<file path="config.mk">
export PLATFORM = sky130hd
export DESIGN_NAME = game_sequencer
export DESIGN_NICKNAME = d
export VERILOG_FILES = /design/src/rtl/game_seq_pkg.sv /design/src/rtl/game_sequencer_sec_tick.sv /design/src/rtl/game_sequencer.sv
export SDC_FILE = /design/constraint.sdc
export NUM_CORES = 1
export LEC_CHECK = 0
export CELL_PAD_IN_SITES_DETAIL_PLACEMENT = 0
export CELL_PAD_IN_SITES_GLOBAL_PLACEMENT = 1
export CORE_ASPECT_RATIO = 1.4
export CORE_UTILIZATION = 45
export CTS_CLUSTER_DIAMETER = 80
export DETAILED_ROUTE_END_ITERATION = 10
export PLACE_DENSITY_LB_ADDON = 0.1
export SYNTH_ARGS = -nofsm -noshare
export SYNTH_HDL_FRONTEND = slang
export SYNTH_SLANG_ARGS = --single-unit
</file>
<file path="constraint.sdc">
create_clock -name CLOCK50M -period 9.4 [get_ports CLOCK50M]
set_clock_uncertainty 0.1 [all_clocks]
set_input_delay 1.88 -clock CLOCK50M [delete_from_list [all_inputs] [get_ports CLOCK50M]]
set_output_delay 1.88 -clock CLOCK50M [all_outputs]
set_load 0.005 [all_outputs]
</file>
<file path="src/rtl/game_seq_pkg.sv">
// game_seq_pkg: shared definitions for the rhythm-game run controller.
//   seq_state_e   - FSM state encodings (also driven out on the state port)
//   COUNTDOWN_MAX - largest countdown that fits the 4-bit display digit
//   LOAD_CNT_W    - width of the saturating pattern-download cycle counter
//   sat_inc       - saturating increment for the download counter
package game_seq_pkg;

  typedef enum logic [2:0] {
    ST_IDLE      = 3'd0,
    ST_LOAD      = 3'd1,
    ST_COUNTDOWN = 3'd2,
    ST_PLAY      = 3'd3,
    ST_PAUSE     = 3'd4,
    ST_RESULT    = 3'd5
  } seq_state_e;

  localparam int COUNTDOWN_MAX = 15;
  localparam int LOAD_CNT_W    = 16;

  function automatic logic [LOAD_CNT_W-1:0] sat_inc(input logic [LOAD_CNT_W-1:0] v);
    return (&v) ? v : v + LOAD_CNT_W'(1);
  endfunction

endpackage

</file>
<file path="src/rtl/game_sequencer_sec_tick.sv">
// sec_tick_divider: free-running seconds prescaler.
//   CLOCK50M - system clock
//   reset    - synchronous active-high reset
//   clr      - synchronous restart of the count (used on every FSM state entry)
//   tick     - high for the last cycle of each TICKS_PER_SEC-cycle period
module sec_tick_divider #(
  parameter int TICKS_PER_SEC = 50000000
) (
  input  logic CLOCK50M,
  input  logic reset,
  input  logic clr,
  output logic tick
);

  localparam int CNT_W = (TICKS_PER_SEC > 1) ? $clog2(TICKS_PER_SEC) : 1;
  localparam logic [CNT_W-1:0] LAST = CNT_W'(TICKS_PER_SEC - 1);

  logic [CNT_W-1:0] cnt;

  always_ff @(posedge CLOCK50M) begin
    if (reset || clr) begin
      cnt <= '0;
    end else if (cnt == LAST) begin
      cnt <= '0;
    end else begin
      cnt <= cnt + CNT_W'(1);
    end
  end

  assign tick = (cnt == LAST);

endmodule

</file>
<file path="src/rtl/game_sequencer.sv">
// game_sequencer: run controller for the rhythm-game datapath.
// Phases: IDLE -> LOAD (pattern download) -> IDLE -> COUNTDOWN -> PLAY <-> PAUSE
// -> RESULT. All outputs are registered and change on the edge that samples
// the causing input.
//   CLOCK50M, reset            - clock, synchronous active-high reset
//   host_write                 - raw host download strobe (gated into load_en)
//   start_req/pause_req/abort_req - one-cycle key pulses
//   game_timer, song_length    - song position / end from game_clock
//   load_en                    - gated write enable, only in LOAD
//   timer_run/timer_clear      - game_clock advance / one-cycle clear
//   score_clear                - one-cycle clear to score_calculator
//   countdown_digit            - seconds remaining in COUNTDOWN, else 0
//   loaded                     - a non-empty pattern set is held
//   game_over                  - high in RESULT
//   write_rejected             - host_write rose during COUNTDOWN/PLAY/PAUSE
//   state                      - current state encoding
// Build option: define AUTO_REPLAY_EN to restart the countdown automatically
// after RESULT_HOLD_SEC seconds in RESULT without host activity.
module game_sequencer
  import game_seq_pkg::*;
#(
  parameter int TIMER_W         = 10,
  parameter int COUNTDOWN_SEC   = 3,
  parameter int TICKS_PER_SEC   = 50000000,
  parameter int RESULT_HOLD_SEC = 5
) (
  input  logic               CLOCK50M,
  input  logic               reset,
  input  logic               host_write,
  input  logic               start_req,
  input  logic               pause_req,
  input  logic               abort_req,
  input  logic [TIMER_W-1:0] game_timer,
  input  logic [TIMER_W-1:0] song_length,
  output logic               load_en,
  output logic               timer_run,
  output logic               timer_clear,
  output logic               score_clear,
  output logic [3:0]         countdown_digit,
  output logic               loaded,
  output logic               game_over,
  output logic               write_rejected,
  output logic [2:0]         state
);

  // Out-of-range countdown lengths are clamped to what the digit can show.
  localparam logic [3:0] CD_INIT =
    4'((COUNTDOWN_SEC > COUNTDOWN_MAX) ? COUNTDOWN_MAX : COUNTDOWN_SEC);

  seq_state_e            state_q, state_next;
  logic [LOAD_CNT_W-1:0] load_cnt, nxt_load_cnt;
  logic                  host_write_d;
  logic                  sec_tick, entering, abort_clr;
  logic                  nxt_load_en, nxt_timer_run, nxt_timer_clear, nxt_score_clear;
  logic                  nxt_loaded, nxt_game_over, nxt_write_rej;
  logic [3:0]            nxt_digit;

`ifdef AUTO_REPLAY_EN
  localparam logic [7:0] HOLD_LAST = 8'((RESULT_HOLD_SEC > 0) ? RESULT_HOLD_SEC - 1 : 0);
  logic [7:0] hold_cnt, hold_nxt;
`else
  // RESULT is held until a key or host write; the hold time has no effect.
  logic unused_hold_sec;
  assign unused_hold_sec = (RESULT_HOLD_SEC != 0);
`endif

  // The seconds counter restarts on every state entry so each phase counts
  // whole seconds from its own first cycle.
  sec_tick_divider #(
    .TICKS_PER_SEC(TICKS_PER_SEC)
  ) u_sec_tick (
    .CLOCK50M(CLOCK50M),
    .reset   (reset),
    .clr     (entering),
    .tick    (sec_tick)
  );

  always_comb begin
    state_next   = state_q;
    nxt_load_cnt = load_cnt;
    nxt_loaded   = loaded;
    abort_clr    = 1'b0;
`ifdef AUTO_REPLAY_EN
    hold_nxt     = hold_cnt;
`endif

    case (state_q)
      ST_IDLE: begin
        if (host_write) begin
          state_next = ST_LOAD;
          nxt_loaded = 1'b0;
        end else if (start_req && loaded) begin
          state_next = ST_COUNTDOWN;
        end
      end
      ST_LOAD: begin
        // The entry cycle only detects the strobe; cycles spent in LOAD with
        // the strobe high are what count as downloaded data.
        if (host_write) begin
          nxt_load_cnt = sat_inc(load_cnt);
        end else begin
          state_next = ST_IDLE;
          nxt_loaded = (load_cnt != '0);
        end
      end
      ST_COUNTDOWN: begin
        if (abort_req) begin
          state_next = ST_IDLE;
        end else if (sec_tick && countdown_digit <= 4'd1) begin
          state_next = ST_PLAY;
        end
      end
      ST_PLAY: begin
        if (abort_req) begin
          state_next = ST_IDLE;
          abort_clr  = 1'b1;
        end else if (game_timer >= song_length) begin
          state_next = ST_RESULT;
        end else if (pause_req) begin
          state_next = ST_PAUSE;
        end
      end
      ST_PAUSE: begin
        if (abort_req) begin
          state_next = ST_IDLE;
          abort_clr  = 1'b1;
        end else if (pause_req) begin
          state_next = ST_PLAY;
        end
      end
      ST_RESULT: begin
        if (host_write) begin
          state_next = ST_LOAD;
          nxt_loaded = 1'b0;
        end else if (start_req) begin
          state_next = ST_COUNTDOWN;
        end
`ifdef AUTO_REPLAY_EN
        else if (sec_tick) begin
          if (hold_cnt == HOLD_LAST) begin
            state_next = ST_COUNTDOWN;
          end else begin
            hold_nxt = hold_cnt + 8'd1;
          end
        end
`endif
      end
      default: state_next = ST_IDLE;
    endcase

    entering = (state_next != state_q);
    if (entering) begin
      nxt_load_cnt = '0;
`ifdef AUTO_REPLAY_EN
      hold_nxt     = '0;
`endif
    end

    nxt_digit = 4'd0;
    if (state_next == ST_COUNTDOWN) begin
      if (entering) begin
        nxt_digit = CD_INIT;
      end else if (sec_tick) begin
        nxt_digit = countdown_digit - 4'd1;
      end else begin
        nxt_digit = countdown_digit;
      end
    end

    nxt_load_en     = (state_next == ST_LOAD) && host_write;
    nxt_timer_run   = (state_next == ST_PLAY);
    nxt_game_over   = (state_next == ST_RESULT);
    nxt_score_clear = entering && (state_next == ST_COUNTDOWN);
    nxt_timer_clear = nxt_score_clear || abort_clr;
    nxt_write_rej   = host_write && !host_write_d &&
                      (state_q == ST_COUNTDOWN || state_q == ST_PLAY || state_q == ST_PAUSE);
  end

  always_ff @(posedge CLOCK50M) begin
    if (reset) begin
      state_q         <= ST_IDLE;
      load_cnt        <= '0;
      host_write_d    <= 1'b0;
      load_en         <= 1'b0;
      timer_run       <= 1'b0;
      timer_clear     <= 1'b0;
      score_clear     <= 1'b0;
      countdown_digit <= 4'd0;
      loaded          <= 1'b0;
      game_over       <= 1'b0;
      write_rejected  <= 1'b0;
    end else begin
      state_q         <= state_next;
      load_cnt        <= nxt_load_cnt;
      host_write_d    <= host_write;
      load_en         <= nxt_load_en;
      timer_run       <= nxt_timer_run;
      timer_clear     <= nxt_timer_clear;
      score_clear     <= nxt_score_clear;
      countdown_digit <= nxt_digit;
      loaded          <= nxt_loaded;
      game_over       <= nxt_game_over;
      write_rejected  <= nxt_write_rej;
    end
  end

`ifdef AUTO_REPLAY_EN
  always_ff @(posedge CLOCK50M) begin
    if (reset) begin
      hold_cnt <= '0;
    end else begin
      hold_cnt <= hold_nxt;
    end
  end
`endif

  assign state = state_q;

endmodule

</file>
# Yosys cells after proc, flatten, opt, wreduce, memory -nomap -nowiden
# Index checks and enable logic that the tools add are counted.
# op_classes
reduce_logical	24
add_sub_neg	3
order_cmp	2
eq_ne	13
muxes	20
bitwise_logic	2
# op_table
operator	count
3-bit 2-to-1 mux	12
26-bit by 1-bit adder with 26-bit output (second input constant)	1
26-bit == test (second input constant)	1
3-bit one-hot mux with 6 select lines	1
16-bit by 1-bit adder with 16-bit output (second input constant)	1
16-bit AND reduction	1
16-bit nonzero test	1
3-bit by 2-bit == test with 1-bit output (second input constant)	4
10-bit greater-or-equal comparator	1
2-bit OR reduction	5
3-bit == test (second input constant)	3
3-bit by 1-bit == test with 1-bit output (second input constant)	2
1-bit logical AND	6
3-bit AND reduction	2
4-bit by 1-bit <= comparator with 1-bit output (second input constant)	1
1-bit logical OR	4
1-bit 2-to-1 mux	4
2-bit 2-to-1 mux	2
2-bit nonzero test	2
4-bit by 1-bit subtractor with 4-bit output (second input constant)	1
3-bit logical NOT	1
3-bit != test	1
3-bit OR reduction	1
2-bit by 1-bit != test with 1-bit output (second input constant)	1
4 further kinds	5
# word_totals
ff_bits	57
inputBits	26
output_inout_bits	14
wordCells	77

# Logic depth before layout (Yosys ltp)
# Gate-level depths: netlist (run 1).
# logic_depth
word_depth	8
mapped_depth	11
ltp_nobuf	9

# Hierarchy
# A second synthesis (run 1) with hierarchy kept.
# hier_totals
hier_cells	373
area_unflattened_um2	3186.8
# modules_own_cells
mod	area_per_inst_um2	seq_area_each_um2	cells_per_inst	instances
game_sequencer	1918.1	620.6	231	1
sec_tick_divider	1268.7	520.5	142	1

# Least setup slack after synthesis (run 1)
# Ideal clock, no wire load.
# synth_timing
kind	in2reg
start	input game_timer[0]
end	register u_sec_tick.cnt[5]
slack_ns	4.948
arrival_time_ns	4.279
stages	11
t_required_ns	9.227
n_path_buf	2
setup_time_ns	0.073
path_cell_list	inv_1 -> ha_1 -> nand2b_4 -> a21o_1 -> a2111oi_4 -> a21boi_1 -> or3b_1 -> or4_4 -> buf_6 -> buf_12 -> nor3_4
# synth_via
elab_chain_cells	7
# synth_rtl
item	line_no	rtl
from (decl)	game_sequencer.sv:33	input logic [TIMER_W-1:0] game_timer,
10-bit greater-or-equal comparator	game_sequencer.sv:117	end else if (game_timer >= song_length) begin
3-bit 2-to-1 mux	game_sequencer.sv:117	
3-bit 2-to-1 mux	game_sequencer.sv:114	if (abort_req) begin
3-bit one-hot mux with 6 select lines	game_sequencer.sv:87	case (state_q)
3-bit != test	game_sequencer.sv:151	entering = (state_next != state_q);
1-bit logical OR	game_sequencer_sec_tick.sv:21	if (reset || clr) begin
2-bit OR reduction (no source line)	n/a	
to (signal assigned)	game_sequencer_sec_tick.sv:26	cnt <= cnt + CNT_W'(1);
to (decl)	game_sequencer_sec_tick.sv:18	logic [CNT_W-1:0] cnt;
# Every way passes these cells.
# A chain may end at the register's enable or synchronous reset.

# Worst setup path after layout (run 1)
# layout_timing
start	input game_timer[0]
end	register u_sec_tick.cnt[1]
# Same word-level chain as after synthesis.

==> flow_summary.ini, run 1 <==
[synthesis]
synth_compound_area_share_pct = 7.08
synth.area.mux_share_pct = 0
yosys_most_used_dff = dfxtp_1
netlist_area_sq_um = 3080
synth_top_family_by_area = simple AND/OR/NAND/NOR gates
synth-seq-cells = 57
ys_warn_count = 0
yosysSeqAreaShare_pct = 37.1
syn_inst = 352
synthXorXnorAreaFrac_pct = 12.2
synth_area_leader_cell = dfxtp_1
avgSynthCellArea_sq_um = 8.74
synthAdderAreaFrac_pct = 6.10
yosys.cell_types.count = 44
synth-simple-area-share_pct = 31.8
synthesis.nets = 393
yosysTopAreaCellShare_pct = 37.1
synthTopCellsByArea = dfxtp_1 37%, xor2_1 7.7%, ha_1 6.1%, nor2_1 5.5%, xnor2_1 4.6%
synth_edf_count = 0
async_flop_share_pct = 0

[routing]
num_vias = 2512
drt-initial-drc-count = 111
wirelength_um = 6120
post-route-drc-count = 0
viasPerCell = 5.16
drt-pass1-iter-count = 4
wire_per_inst_um = 12.6
ant_nets = 0

[worst_setup_path]
crit_slowest_cell = or4_4
cp.arrival_ns = 4.94
worst-path-buf-inv = 2
crit_type = primary input to flop
cp_cell_sequence = clkdlybuf4s50_1 -> inv_1 -> ha_1 -> nand2b_4 -> a21o_1 -> a2111oi_4 -> a21boi_1 -> or3b_1 -> or4_4 -> nor3b_1
path_max_fanout = 42
required_ns = 9.55
crit_family = simple AND/OR/NAND/NOR gates
critical-path-max-stage-delay_ns = 0.81
endpoint_kind = flop
start_kind = primary input

[global_route]
grt_pass1_vias = 2417
grt_usage_pct = 19.2
overflow = 0
grt_max_degree = 43
antenna_found_initial = 0
grt_pass1_wl_um = 10800

[cts]
tritoncts = built
cts_sinks = 57
clkLatencyLatePin_ns = 0.33
cts_root_buffer = clkbuf_8
cts_buffer_depth = 2
cts_post_setup_buffers_inserted = 0
cts_resized = 0
cts_max_level = 3
cts_hold_buffers = 0
clkTransAtPathRegs_ns = 0.07
numCtsBuffers = 9

[floorplan]
core-area_sq_um = 6610
start_util_pct = 46.5
dieWidth_um = 71.9
pin_count = 40
die_area_sq_um = 7180
rows = 35
die_h_um = 99.8

[place]
placed_cell_area_sq_um = 3500
port_buffers = 39
dp.final_hpwl_um = 4500
dp.cells = 471
gp_congestion = 0.848

[final_layout]
post-route-util_pct = 55.7
antenna_cells = 0
num-fill-cells = 658
area_growth_syn_to_layout_pct = 19.7
final_cell_area_sq_um = 3680
final-seq-area_sq_um = 1140
drive_gt1_share_pct = 9.62
multi_input_area_sq_um = 1770
layoutNonFillerInstCount = 487
fin_nets = 431

[timing]
hold_slack_ns = 0.291
slew_viol_final = 0
fmax_mhz = 209
setup_violations = 0
totalNegativeSetupSlack_ns = 0
relSlewSlack_pct = 33.0
timing.final.crit_share_pct = 51.0
min_period_ns = 4.79
rsz0062_at_grt = false
worst_slew_pin_slew_ns = 0.991
final_hold_viol_count = 0

[outcome]
status = completed

[power_and_ir_drop]
ir_drop_mv = 0.0690
p_per_area_nw_per_um2 = 134
p_leak_nw = 1.34

[min_path]
hp-class = flop to flop

[run]
maxCapViolations = 0
## registers in the layout (all words and copies together) (netlist names)
register,count
countdown_digit,4
game_over,1
host_write_d,1
load_cnt,16
load_en,1
loaded,1
score_clear,1
state,3
timer_clear,1
timer_run,1
u_sec_tick.cnt,26
write_rejected,1
## cell usage after synthesis, types with 2 or more instances
| cell | count |
|---|---|
| o21ai_0 | 5 |
| inv_1 | 21 |
| xnor2_1 | 16 |
| a21oi_1 | 13 |
| dfxtp_1 | 57 |
| nand4_1 | 12 |
| nor2b_1 | 2 |
| clkbuf_1 | 6 |
| buf_6 | 4 |
| a211oi_1 | 3 |
| nand2b_1 | 3 |
| and3_1 | 9 |
| nor3_1 | 13 |
| and2_1 | 3 |
| nor4_1 | 4 |
| nor3_2 | 13 |
| ha_1 | 15 |
| a21boi_0 | 2 |
| or3_1 | 2 |
| buf_2 | 2 |
| xor2_1 | 27 |
| nand3_1 | 18 |
| nand2_1 | 24 |
| nor3b_1 | 6 |
| and4_1 | 4 |
| a31oi_1 | 2 |
| nor2_1 | 45 |
| nor4b_1 | 5 |
## through the flow
| step | total power, mW | worst slack, ns |
|---|---|---|
| final | 0.495 | 4.61 |
| after global routing | 0.522 | 4.47 |
| after CTS | 0.504 | 4.60 |
| after detailed placement | 0.297 | 4.25 |
| after global placement | 0.297 | 4.27 |
| after floorplan | 0.282 | 4.95 |
## per-layer routing
| metal | vias to the layer above | track usage, % | part of all wire, % |
|---|---|---|---|
| li1 | 1301 | - | - |
| met1 | 1162 | 21.8 | 43 |
| met2 | 37 | 33.5 | 52 |
| met3 | 12 | 4.22 | 2.7 |
| met4 | 0 | 9.80 | 1.9 |
| met5 | - | 0 | 0 |
## cells in the final DEF, fill, tap and decap left out, types with 15 or more instances in the layout
master	instances
dfxtp_1	57
nor2_1	45
clkdlybuf4s50_1	39
xor2_1	27
nand2_1	24
inv_1	21
nand3_1	18
xnor2_1	16
ha_1	15
## final timing paths
| check | cells past startpoint | slack, ns | to | startpoint |
|---|---|---|---|---|
| max reg2reg | 7 | 6.54 | load_cnt[13] | state[0] |
| min reg2reg | 1 | 0.29 | write_rejected | host_write_d |
| max | 10 | 4.61 | u_sec_tick.cnt[1] | game_timer[0] |
| min | 1 | 0.29 | write_rejected | host_write_d |
## cell type report
class,count,share of cell area (%)
clock inverter,6,1.19
sequential,57,31.0
timing repair buffer,40,10.8
tap,92,3.13
clock buffer,10,3.74
multi-input combinational,261,48.0
inverter,21,2.14
## power by group
part           switching (mW)  total, mW  internal (mW)
combinational          0.0221     0.0443         0.0222
sequential            0.00305      0.247          0.244
clock                   0.101      0.204          0.103
## kinds of logic (layout without fill, tap and decap cells)
| family | after synthesis | in the layout |
|---|---|---|
| AO/OA/AOI/OAI | 32 | 32 |
| XOR/XNOR | 43 | 43 |
| adder cells (fa/ha/maj) | 15 | 15 |
| buffers and inverters | 34 | 77 |
| flip-flops | 57 | 57 |
| AND/OR/NAND/NOR | 171 | 171 |
(Power assumes the default switching activity.)
==> run 2, diff against run 1 <==
--- a/config.mk
+++ b/config.mk
@@ -8,7 +8,7 @@
 export CELL_PAD_IN_SITES_DETAIL_PLACEMENT = 0
 export CELL_PAD_IN_SITES_GLOBAL_PLACEMENT = 1
 export CORE_ASPECT_RATIO = 1.4
-export CORE_UTILIZATION = 45
+export CORE_UTILIZATION = 42
 export CTS_CLUSTER_DIAMETER = 80
 export DETAILED_ROUTE_END_ITERATION = 10
 export PLACE_DENSITY_LB_ADDON = 0.1
==> constraint.sdc (replaced) <==
create_clock -name CLOCK50M -period 4.55 [get_ports CLOCK50M]
set_clock_uncertainty 0.1 [all_clocks]
set_input_delay 0.91 -clock CLOCK50M [delete_from_list [all_inputs] [get_ports CLOCK50M]]
set_output_delay 0.91 -clock CLOCK50M [all_outputs]
set_load 0.005 [all_outputs]
==> run 2 against run 1 <==
Sequential share of layout area down 0.084 points. Clock-buffer cell count up 1. Hold slack better by 0.0041 ns. Power up 110%. Die area up 7.0%. Largest cell class unchanged. Setup slack worse by 3.9 ns. Combinational power up 110%. First-iteration DRC count down 13%. Sequential power up 110%. Final cell count up 1.0%. Sequential cell count unchanged.
==> flow_summary.ini, run 2 (synthesized netlist as in run 1, its figures left out) <==
[timing]
fmax_mhz = 258
rsz0062_at_grt = false
worst_slew_pin_slew_ns = 0.709
worst_slack_ns = 0.678
setup_violations = 0
timing.final.crit_share_pct = 85.1
totalNegativeSetupSlack_ns = 0
final_hold_viol_count = 0
min_period_ns = 3.87
slew_viol_final = 0
relSlewSlack_pct = 52.3

[power_and_ir_drop]
swShare_pct = 25.2
pwr-share-seq_pct = 50.1
clkPwrFrac_pct = 40.8
p_leak_nw = 1.35
combPwrFrac_pct = 9.1
p_sw_uw = 257
ir_drop_mv = 0.144
p_per_area_nw_per_um2 = 276
internal_power_uw = 761

[floorplan]
die_area_sq_um = 7680
core-area_sq_um = 7030
dieWidth_um = 74.3
start_util_pct = 43.8
pin_count = 40
rows = 36
die_h_um = 103

[cts]
cts_post_setup_buffers_inserted = 0
clkLatencyLatePin_ns = 0.34
cts_buffer_depth = 2
cts_root_buffer = clkbuf_8
cts_sinks = 57
numCtsBuffers = 9
tritoncts = built
cts_max_level = 3
cts_hold_buffers = 0
clkTransAtPathRegs_ns = 0.06
cts_resized = 0

[routing]
wirelength_um = 6210
drt-initial-drc-count = 97
drt-pass1-iter-count = 4
num_vias = 2499
post-route-drc-count = 0
ant_nets = 0
viasPerCell = 5.08
wire_per_inst_um = 12.6

[final_layout]
antenna_cells = 0
fin_nets = 433
final_cell_area_sq_um = 3690
post-route-util_pct = 52.5
reg_top3 = u_sec_tick.cnt x26, load_cnt x16, countdown_digit x4
layoutNonFillerInstCount = 492
drive_gt1_share_pct = 9.82
top_register = u_sec_tick.cnt
final_common_cell = dfxtp_1
largest_register_ffs = 26
layout_common_cells = 57 x dfxtp_1, 45 x nor2_1, 39 x clkdlybuf4s50_1
area_growth_syn_to_layout_pct = 20.0

[worst_setup_path]
path_max_fanout = 42
cp.arrival_ns = 4.02
crit_type = primary input to flop
endpoint_kind = flop
r2r.worst_path.cells = 7
start_kind = primary input
required_ns = 4.70

[global_route]
grt_pass1_wl_um = 10700
grtUsageMet2_pct = 31.4
use_met1_pct = 20.6
busiest_layer = met2
antenna_found_initial = 0
met3_usage_pct = 4.94
grt_usage_pct = 18.2
grt_max_degree = 43
grt_pass1_vias = 2469
overflow = 0

[place]
dp.cells = 476
placed_cell_area_sq_um = 3520
port_buffers = 39
post-place-ws_ns = 0.309
gp_congestion = 0.771
dp.final_hpwl_um = 4420

[min_path]
hp-class = flop to flop
whs_path_depth = 1

[outcome]
status = completed

[run]
maxCapViolations = 0
[run 2: cell types whose count changed in the layout (fill, tap and decap cells not counted), sizes merged]
cell / previous run / this run
buf: 1 / 3
clkbuf: 10 / 11
clkinv: 5 / 4
[run 2: worst max-delay path, stage by stage]
cell             delay (ns)
clkdlybuf4s50_1        0.45
inv_1                  0.04
ha_1                   0.27
nand2b_4               0.13
a21o_1                 0.21
a2111oi_4              0.39
a21boi_1               0.13
or3b_1                 0.41
or4_4                  0.80
nor3_1                 0.26
[run 2: power groups by stage]
stage | registers (mW) | clock network (mW) | logic, mW
2_1_floorplan | 0.518 | 0 | 0.0642
3_3_place_gp | 0.521 | 0 | 0.0937
3_5_place_dp | 0.521 | 0 | 0.0943
4_1_cts | 0.509 | 0.432 | 0.0945
5_1_grt | 0.510 | 0.452 | 0.106
6_report | 0.509 | 0.416 | 0.0928
[run 2: area by class of cell]
type,instances,area [sq um]
multi-input cells,261,1770
clock inverters,5,31.3
well taps,95,119
flip-flops and latches,57,1140
repair buffers,42,413
clock buffers,11,141
inverters,21,78.8
fillers,707,3330
[run 2: worst paths after layout]
path / startpoint / endpoint / slack [ns]
worst min register to register: host_write_d / write_rejected / 0.29
worst max register to register: state[2] / u_sec_tick.cnt[3] / 1.70
worst max-delay path: game_timer[0] / u_sec_tick.cnt[3] / 0.68
worst min-delay path: host_write_d / write_rejected / 0.29
[run 2: per-stage QoR]
step           hold slack (ns)  total power, mW
2_1_floorplan            0.276            0.583
3_3_place_gp             0.283            0.614
3_5_place_dp             0.291            0.615
4_1_cts                  0.301             1.04
5_1_grt                  0.322             1.07
6_report                 0.295             1.02
[run 2: metal layers]
metal / share of wire (%) / wire (um)
met1: 44 / 2750
met2: 50 / 3090
met3: 3.9 / 240
met4: 2.0 / 123
met5: 0 / 0
